File: src/rtl/branch_resolver.sv
// branch_resolver: requests predictions for fetched branches, queues them in order,
// and resolves them against execute outcomes with mispredict flush and statistics.
module branch_resolver #(
    parameter int DEPTH = 4,
    parameter int CNT_W = 16
) (
    input  logic                    clk,
    input  logic                    rst_n,
    input  logic                    br_valid,
    output logic                    br_ready,
    output logic                    pred_request,
    input  logic                    pred_in,
    output logic                    pred_valid,
    output logic                    pred_taken,
    input  logic                    resolve_valid,
    input  logic                    resolve_taken,
    output logic                    upd_result,
    output logic                    upd_taken,
    output logic                    mispredict,
    output logic [$clog2(DEPTH):0]  occupancy,
    output logic [CNT_W-1:0]        total_cnt,
    output logic [CNT_W-1:0]        miss_cnt,
    output logic                    err_underflow
);
    localparam int AW = $clog2(DEPTH);

    typedef enum logic {IDLE, CAPTURE} state_t;

    state_t          r_state, w_next;
    logic [DEPTH-1:0] r_q;
    logic [AW-1:0]   r_head, r_tail;
    logic [AW:0]     r_occ;
    logic [CNT_W-1:0] r_total, r_miss;
    logic            r_err;
    logic            w_ready, w_resolve, w_mis, w_push;

    // Combinational outputs are gated by rst_n so they read 0 while reset is held.
    always_comb begin
        w_ready   = rst_n && (r_state == IDLE) && (r_occ < (AW+1)'(DEPTH));
        w_resolve = rst_n && resolve_valid && (r_occ != '0);
        w_mis     = w_resolve && (r_q[r_head] != resolve_taken);
        w_push    = (r_state == CAPTURE) && !w_mis;
        w_next    = (r_state == IDLE && br_valid && w_ready) ? CAPTURE : IDLE;
    end

    assign br_ready      = w_ready;
    assign pred_request  = br_valid && w_ready;
    assign pred_valid    = w_push;
    assign pred_taken    = w_push && pred_in;
    assign upd_result    = w_resolve;
    assign upd_taken     = w_resolve && resolve_taken;
    assign mispredict    = w_mis;
    assign occupancy     = r_occ;
    assign total_cnt     = r_total;
    assign miss_cnt      = r_miss;
    assign err_underflow = r_err;

    always_ff @(posedge clk or negedge rst_n) begin
        if (!rst_n) begin
            r_state <= IDLE;
            r_q     <= '0;
            r_head  <= '0;
            r_tail  <= '0;
            r_occ   <= '0;
            r_total <= '0;
            r_miss  <= '0;
            r_err   <= 1'b0;
        end else begin
            r_state <= w_next;
            if (resolve_valid && r_occ == '0)
                r_err <= 1'b1;
            if (w_resolve && r_total != '1)
                r_total <= r_total + 1'b1;
            if (w_mis && r_miss != '1)
                r_miss <= r_miss + 1'b1;
            // A mispredict drops every younger entry and any capture in progress.
            if (w_mis) begin
                r_head <= r_tail;
                r_occ  <= '0;
            end else begin
                if (w_resolve)
                    r_head <= r_head + 1'b1;
                if (w_push) begin
                    r_q[r_tail] <= pred_in;
                    r_tail      <= r_tail + 1'b1;
                end
                r_occ <= r_occ + (AW+1)'(w_push) - (AW+1)'(w_resolve);
            end
        end
    end
endmodule

File: config.mk
export PLATFORM = sky130hd
export DESIGN_NAME = branch_resolver
export DESIGN_NICKNAME = d
export VERILOG_FILES = /design/src/rtl/branch_resolver.sv
export SDC_FILE = /design/constraint.sdc
export NUM_CORES = 1
export LEC_CHECK = 0
export BUFFER_PORTS_ARGS = -buffer_cell sky130_fd_sc_hd__buf_4
export CORE_MARGIN = 5
export CORE_UTILIZATION = 54
export DETAILED_ROUTE_END_ITERATION = 10
export PLACE_DENSITY = 0.85
export REMOVE_ABC_BUFFERS = 1
export SETUP_SLACK_MARGIN = 0.2
export SYNTH_ARGS = -nofsm -noshare
export SYNTH_HDL_FRONTEND = slang
export SYNTH_SLANG_ARGS = --single-unit
File: constraint.sdc
create_clock -name clk -period 2.8 [get_ports clk]
set_input_delay 0.14 -clock clk [delete_from_list [all_inputs] [get_ports clk]]
set_output_delay 0.14 -clock clk [all_outputs]
set_load 0.05 [all_outputs]
Word level (Yosys, flattened, before mapping)
Index checks and enable logic that the tools add are counted.
{ "word_totals": {"ram_bits": 0, "input_bits": 6, "mem_count": 0, "regBits": 45, "rom_bits": 0, "latchBits": 0, "out_inout_bits": 43, "word_cells": 52} }
{ "op_classes": {"eq_ne": 3, "n_addsub": 6, "order_cmp": 4, "reduce_logical": 20, "muxes": 9, "multipliers": 0, "bitwise_logic": 2, "n_div": 0, "shift": 0} }
{ "op_table": {"columns": ["operator", "n"], "rows": [
  ["adder 16 x 1 -> 16 bit (second input constant)", 2],
  ["!= test 16 bit (second input constant)", 2],
  ["logical AND 1 bit", 15],
  ["< comparator 2 x 3 -> 1 bit (second input constant)", 2],
  ["adder 2 x 1 -> 2 bit (second input constant)", 2],
  ["bitwise mux 4 bit", 1],
  ["2-to-1 mux 2 bit", 2],
  ["adder 3 x 1 -> 3 bit", 1],
  ["logical NOT 3 bit", 1],
  ["< comparator 3 bit (second input constant)", 1],
  ["2-to-1 mux 1 bit", 3],
  ["2-to-1 mux 3 bit", 1],
  ["nonzero test 3 bit", 1],
  ["subtractor 3 x 1 -> 3 bit", 1],
  ["binary-select mux 1 bit (select 2 bit)", 1],
  ["demux 1 bit (select 2 bit)", 1],
  [">= comparator 2 x 1 -> 1 bit (second input constant)", 1],
  ["NOT 1 bit", 2],
  ["AND reduction 2 bit", 1],
  ["nonzero test 2 bit", 1],
  ["logical NOT 1 bit", 1],
  ["!= test 1 bit", 1]
]} }

Logic depth before layout (Yosys ltp)
{ "logic_depth": {"depth_word": 9, "mapped_depth": 11, "depth_no_buf": 10} }

Worst setup path after synthesis
Ideal clock, no wire load.
{ "synth_path": {"path_kind": "register -> register", "from": "register r_occ[2], in the netlist occupancy[2]", "to": "register r_occ[2], in the netlist occupancy[2]", "period_less_slack_ps": 2940, "path_stages_with_launch": 12, "required_time_ps": 2636, "arrival_time_ps": 2776, "path_buffers": 1, "setup_ps": 164, "slack_ps": -140, "cell_sequence": "dfrtp_1 -> o311ai_1 -> buf_2 -> inv_1 -> ha_1 -> inv_1 -> ha_1 -> inv_1 -> fa_1 -> xor2_1 -> xnor2_1 -> nor2_1"} }
{ "synth_between": {"elab_chain_cells": 8} }
{ "synth_lines": {"columns": ["element", "line_no", "source"], "rows": [
  ["start, declared", "32", "logic [AW:0] r_occ;"],
  ["start signal, assigned", "87", "r_occ <= r_occ + (AW+1)'(w_push) - (AW+1)'(w_resolve);"],
  ["nonzero test 3 bit (*)", "40", "w_resolve = rst_n && resolve_valid && (r_occ != '0);"],
  ["logical AND 1 bit (*)", "40", null],
  ["net upd_result", "17", "output logic upd_result,"],
  ["logical AND 1 bit", "41", "w_mis = w_resolve && (r_q[r_head] != resolve_taken);"],
  ["logical NOT 1 bit", "42", "w_push = (r_state == CAPTURE) && !w_mis;"],
  ["logical AND 1 bit", "42", null],
  ["adder 3 x 1 -> 3 bit", "87", null],
  ["subtractor 3 x 1 -> 3 bit", "87", null],
  ["2-to-1 mux 3 bit (*)", "77", "if (w_mis) begin"]
]} }
The timed path passes the listed nets; every way through them passes the cells marked *.
A chain may end at the register's enable or synchronous reset.

Final worst setup path
{ "layout_path": {"from": "register r_head[0]", "to": "register r_occ[2], in the netlist occupancy[2]"} }
{ "layout_between": {"elab_chain_cells": 9} }
{ "layout_lines": {"columns": ["element", "line_no", "source"], "rows": [
  ["start, declared", "31", "logic [AW-1:0] r_head, r_tail;"],
  ["start signal, assigned", "78", "r_head <= r_tail;"],
  ["start signal, assigned", "82", "r_head <= r_head + 1'b1;"],
  ["binary-select mux 1 bit (select 2 bit) (*)", "41", null],
  ["2-to-1 mux 1 bit (implied by the code) (*)", "41", null],
  ["!= test 1 bit (*)", "41", null],
  ["logical AND 1 bit (*)", "41", null],
  ["logical NOT 1 bit", "42", null],
  ["logical AND 1 bit", "42", null],
  ["adder 3 x 1 -> 3 bit", "87", null],
  ["subtractor 3 x 1 -> 3 bit", "87", null],
  ["2-to-1 mux 3 bit (*)", "77", null]
]} }
Every way passes the cells marked *; elsewhere a longest branch is shown, timed or not. The select of a mux whose other input is x is not followed.

==> metrics.txt <==
cell count after synthesis=213; Post-synth top cells=dfrtp_1 (45), xor2_1 (27), nand3_1 (13); DRT Wirelength=5125 um; Leakage=roughly 1.5 nW; post-layout min period=2.402 ns; Critical Path Start Type=flop; RD Place Congestion=around 0.83; Worst-Skew Late Latency=about 0.30 ns; Seq. cell area=approximately 1100 um2; mapped cell area=approximately 2400 um2; Post-route DRC=0; #FFs+latches synth=45; Max Buffers Root-to-Sink=2; Setup Total Neg Slack=0 ns; Synth cell types=40; layout cells sized above 1=28.04%; Mapped Avg Cell Area=about 11 um2; P&R area growth vs syn=24.79%; max-slew violation count=0; Post-synth ARST share=between 90% and 100%; first-pass GRT wire length=8838 um; root buf cell=clkbuf_8; Via Count=1857; DRT Pass-1 Iters=4; chip width=76.35 um; worst slew pin tran=about 0.6 ns; register-to-register setup slack=around 0.40 ns; vias in the first global route=~1800; Post-synth EDFFs=0; Max-cap violations=0; routed length per instance=between 15 and 20 um; hpwl dp=roughly 3700 um; Multi-input gate area=between 1000 and 1500 um2; post-place setup slack=between 0.4 and 0.5 ns; CTS tree=done; Tcrit/Tclk final=about 86%; CP Buf/Inv Count=2; Vias per Instance=5.749; Die Area=~5800 um2; Setup Viol. Count Final=0; synth top area cells=dfrtp_1 (47%), xor2_1 (9.9%), ha_1 (4.2%); initial antenna violation count=0; row count=24; simple-gate share of the synthesized area=between 10% and 20%; RSZ-0062 raised after global routing=no; Yosys top cell area share=between 40 and 50%; critical-path cell list=mux4_2 -> xnor2_4 -> o21ai_2 -> inv_1 -> ha_1 -> inv_1 -> fa_1 -> xor2_1 -> xnor2_1 -> nor2_1; Max IR drop VDD=roughly 0.00067 V; Clock transition at path regs=~0.09 ns; CP top delay family=multiplexers; gr usage total=18.49%; ys flop type=dfrtp_1; I/O Buffers=48; setup ws final=0.3976 ns; DIE HEIGHT=around 76 um; adder-cell share of the synthesized area=between 5 and 6%; final hold viol count=0; mux cell area share after synthesis=under 10%; max incr delay on CP=around 0.58 ns; Synth Warn #=0; Design Area, Final=~3000 um2; Hold/Removal Path Class=in -> reg; Crit path arrival time=between 2 and 3 ns; # clock sinks=45; Synth Area in Compound Gates=between 7 and 8%; worst path required time=between 2 and 3 ns; ANT cells=0; CP max-delay cell=mux4_2; core outline area=~4300 um2; status=completed; Synth area leader=dfrtp_1; DP Area=roughly 2800 um2; ANT nets after route=0; GR Overflow Total=0; pin count of the biggest net entering global routing=47; clock buffer count from CTS=5; final core utilization=roughly two thirds; Starting Density=between 50% and 60%; # nets final=around 290; P per Cell Area=roughly 930 nW/um2; critical path class=reg -> reg; worst rel slew slack=between 50 and 60%; Filler Cell Count=345; most frequent CP cell=inv_1; CP max FO=5; Layout Skew=0.007326 ns; fmax=~420 MHz; sequential share of the synthesized area=47.37%; largest family of logic cells by synthesized area=simple AND/OR/NAND/NOR gates; DRT iter0 DRCs=between 70 and 80; htree depth=2; top-count cell post-synth=dfrtp_1; Crit. End Element=flop; WHS=between 0.05 and 0.06 ns; IO Count=49; Synth Area in XOR/XNOR=13.68%
-- worst register-to-register path: stages, from the launching register on --
cell     delay (ns)
dfrtp_1        0.41
mux4_2         0.58
xnor2_4        0.20
o21ai_2        0.08
inv_1          0.09
ha_1           0.14
inv_1          0.04
fa_1           0.37
xor2_1         0.18
xnor2_1        0.14
nor2_1         0.06
-- per-layer routing --
metal | track usage (%) | vias to the layer above | wire (um)
met4 | 6.294 | 0 | 78
met1 | 24.83 | 924 | 2321
met3 | 5.083 | 6 | 246
li1 | - | 883 | -
met2 | 28.85 | 44 | 2480
met5 | 0 | - | 0
-- registers in the layout, summed over array words and instances, names as in the netlist --
name	count
r_head	2
r_q	4
occupancy	3
err_underflow	1
total_cnt	16
r_state	1
miss_cnt	16
r_tail	2
-- cells by family after synthesis --
kind of cell / Yosys count
buf+inv: 17
simple gates: 76
mux: 9
compound gates: 22
flops: 45
fa+ha+maj: 9
xor+xnor: 35
-- cell type report --
class	count	area share, %
clock buffer	5	2.320
multi-input combinational	151	39.81
sequential	45	37.96
clock inverter	3	2.193
inverter	12	1.518
tap	52	2.193
timing repair buffer	55	14.00
-- timing repair --
action | 4_1_cts | 5_1_grt
hold endpoints to repair | 34 | 0
hold buffers | 1 | 0
buffers inserted | 0 | 1
endpoints found under the setup margin | 0 | 1
resized for setup | 0 | 1
-- stage by stage --
step                power (mW)  std cells
floorplan                1.792        208
global placement         2.132        313
detailed placement       2.172        313
CTS                      2.770        322
global route             2.920        323
finish                   2.756        323
-- where the power goes --
group,total [mW],switching (mW),internal [mW]
clock network,0.581,0.227,0.355
logic,1.19,0.754,0.432
registers,0.988,0.192,0.796
total,2.76,1.17,1.58
-- cell usage in the layout, fill, tap and decap left out, types with 2 or more instances in the layout --
master	count
a2111oi_0	2
a2111oi_1	2
a211oi_1	5
a21oi_1	2
and2_1	4
and4_1	2
buf_4	54
bufinv_16	2
clkbuf_8	5
dfrtp_1	45
ha_1	8
inv_1	12
mux2_2	7
nand2_1	12
nand3_1	13
nand3b_1	2
nand4_1	8
nor2_1	7
nor2b_1	2
nor3_1	9
nor3b_1	4
nor4_1	7
nor4_2	2
o211ai_1	4
o21ai_0	2
xnor2_1	7
xor2_1	27
-- final timing paths --
path	startpoint	endpoint	depth (start not counted)
worst max-delay path	r_head[0]	occupancy[2]	10
worst min-delay path	br_valid	r_state	2
worst max register to register	r_head[0]	occupancy[2]	10
worst min register to register	err_underflow	err_underflow	1
max in group asynchronous	rst_n	r_q[0]	3
min in group asynchronous	rst_n	miss_cnt[0]	3
(Power assumes the default switching activity.)
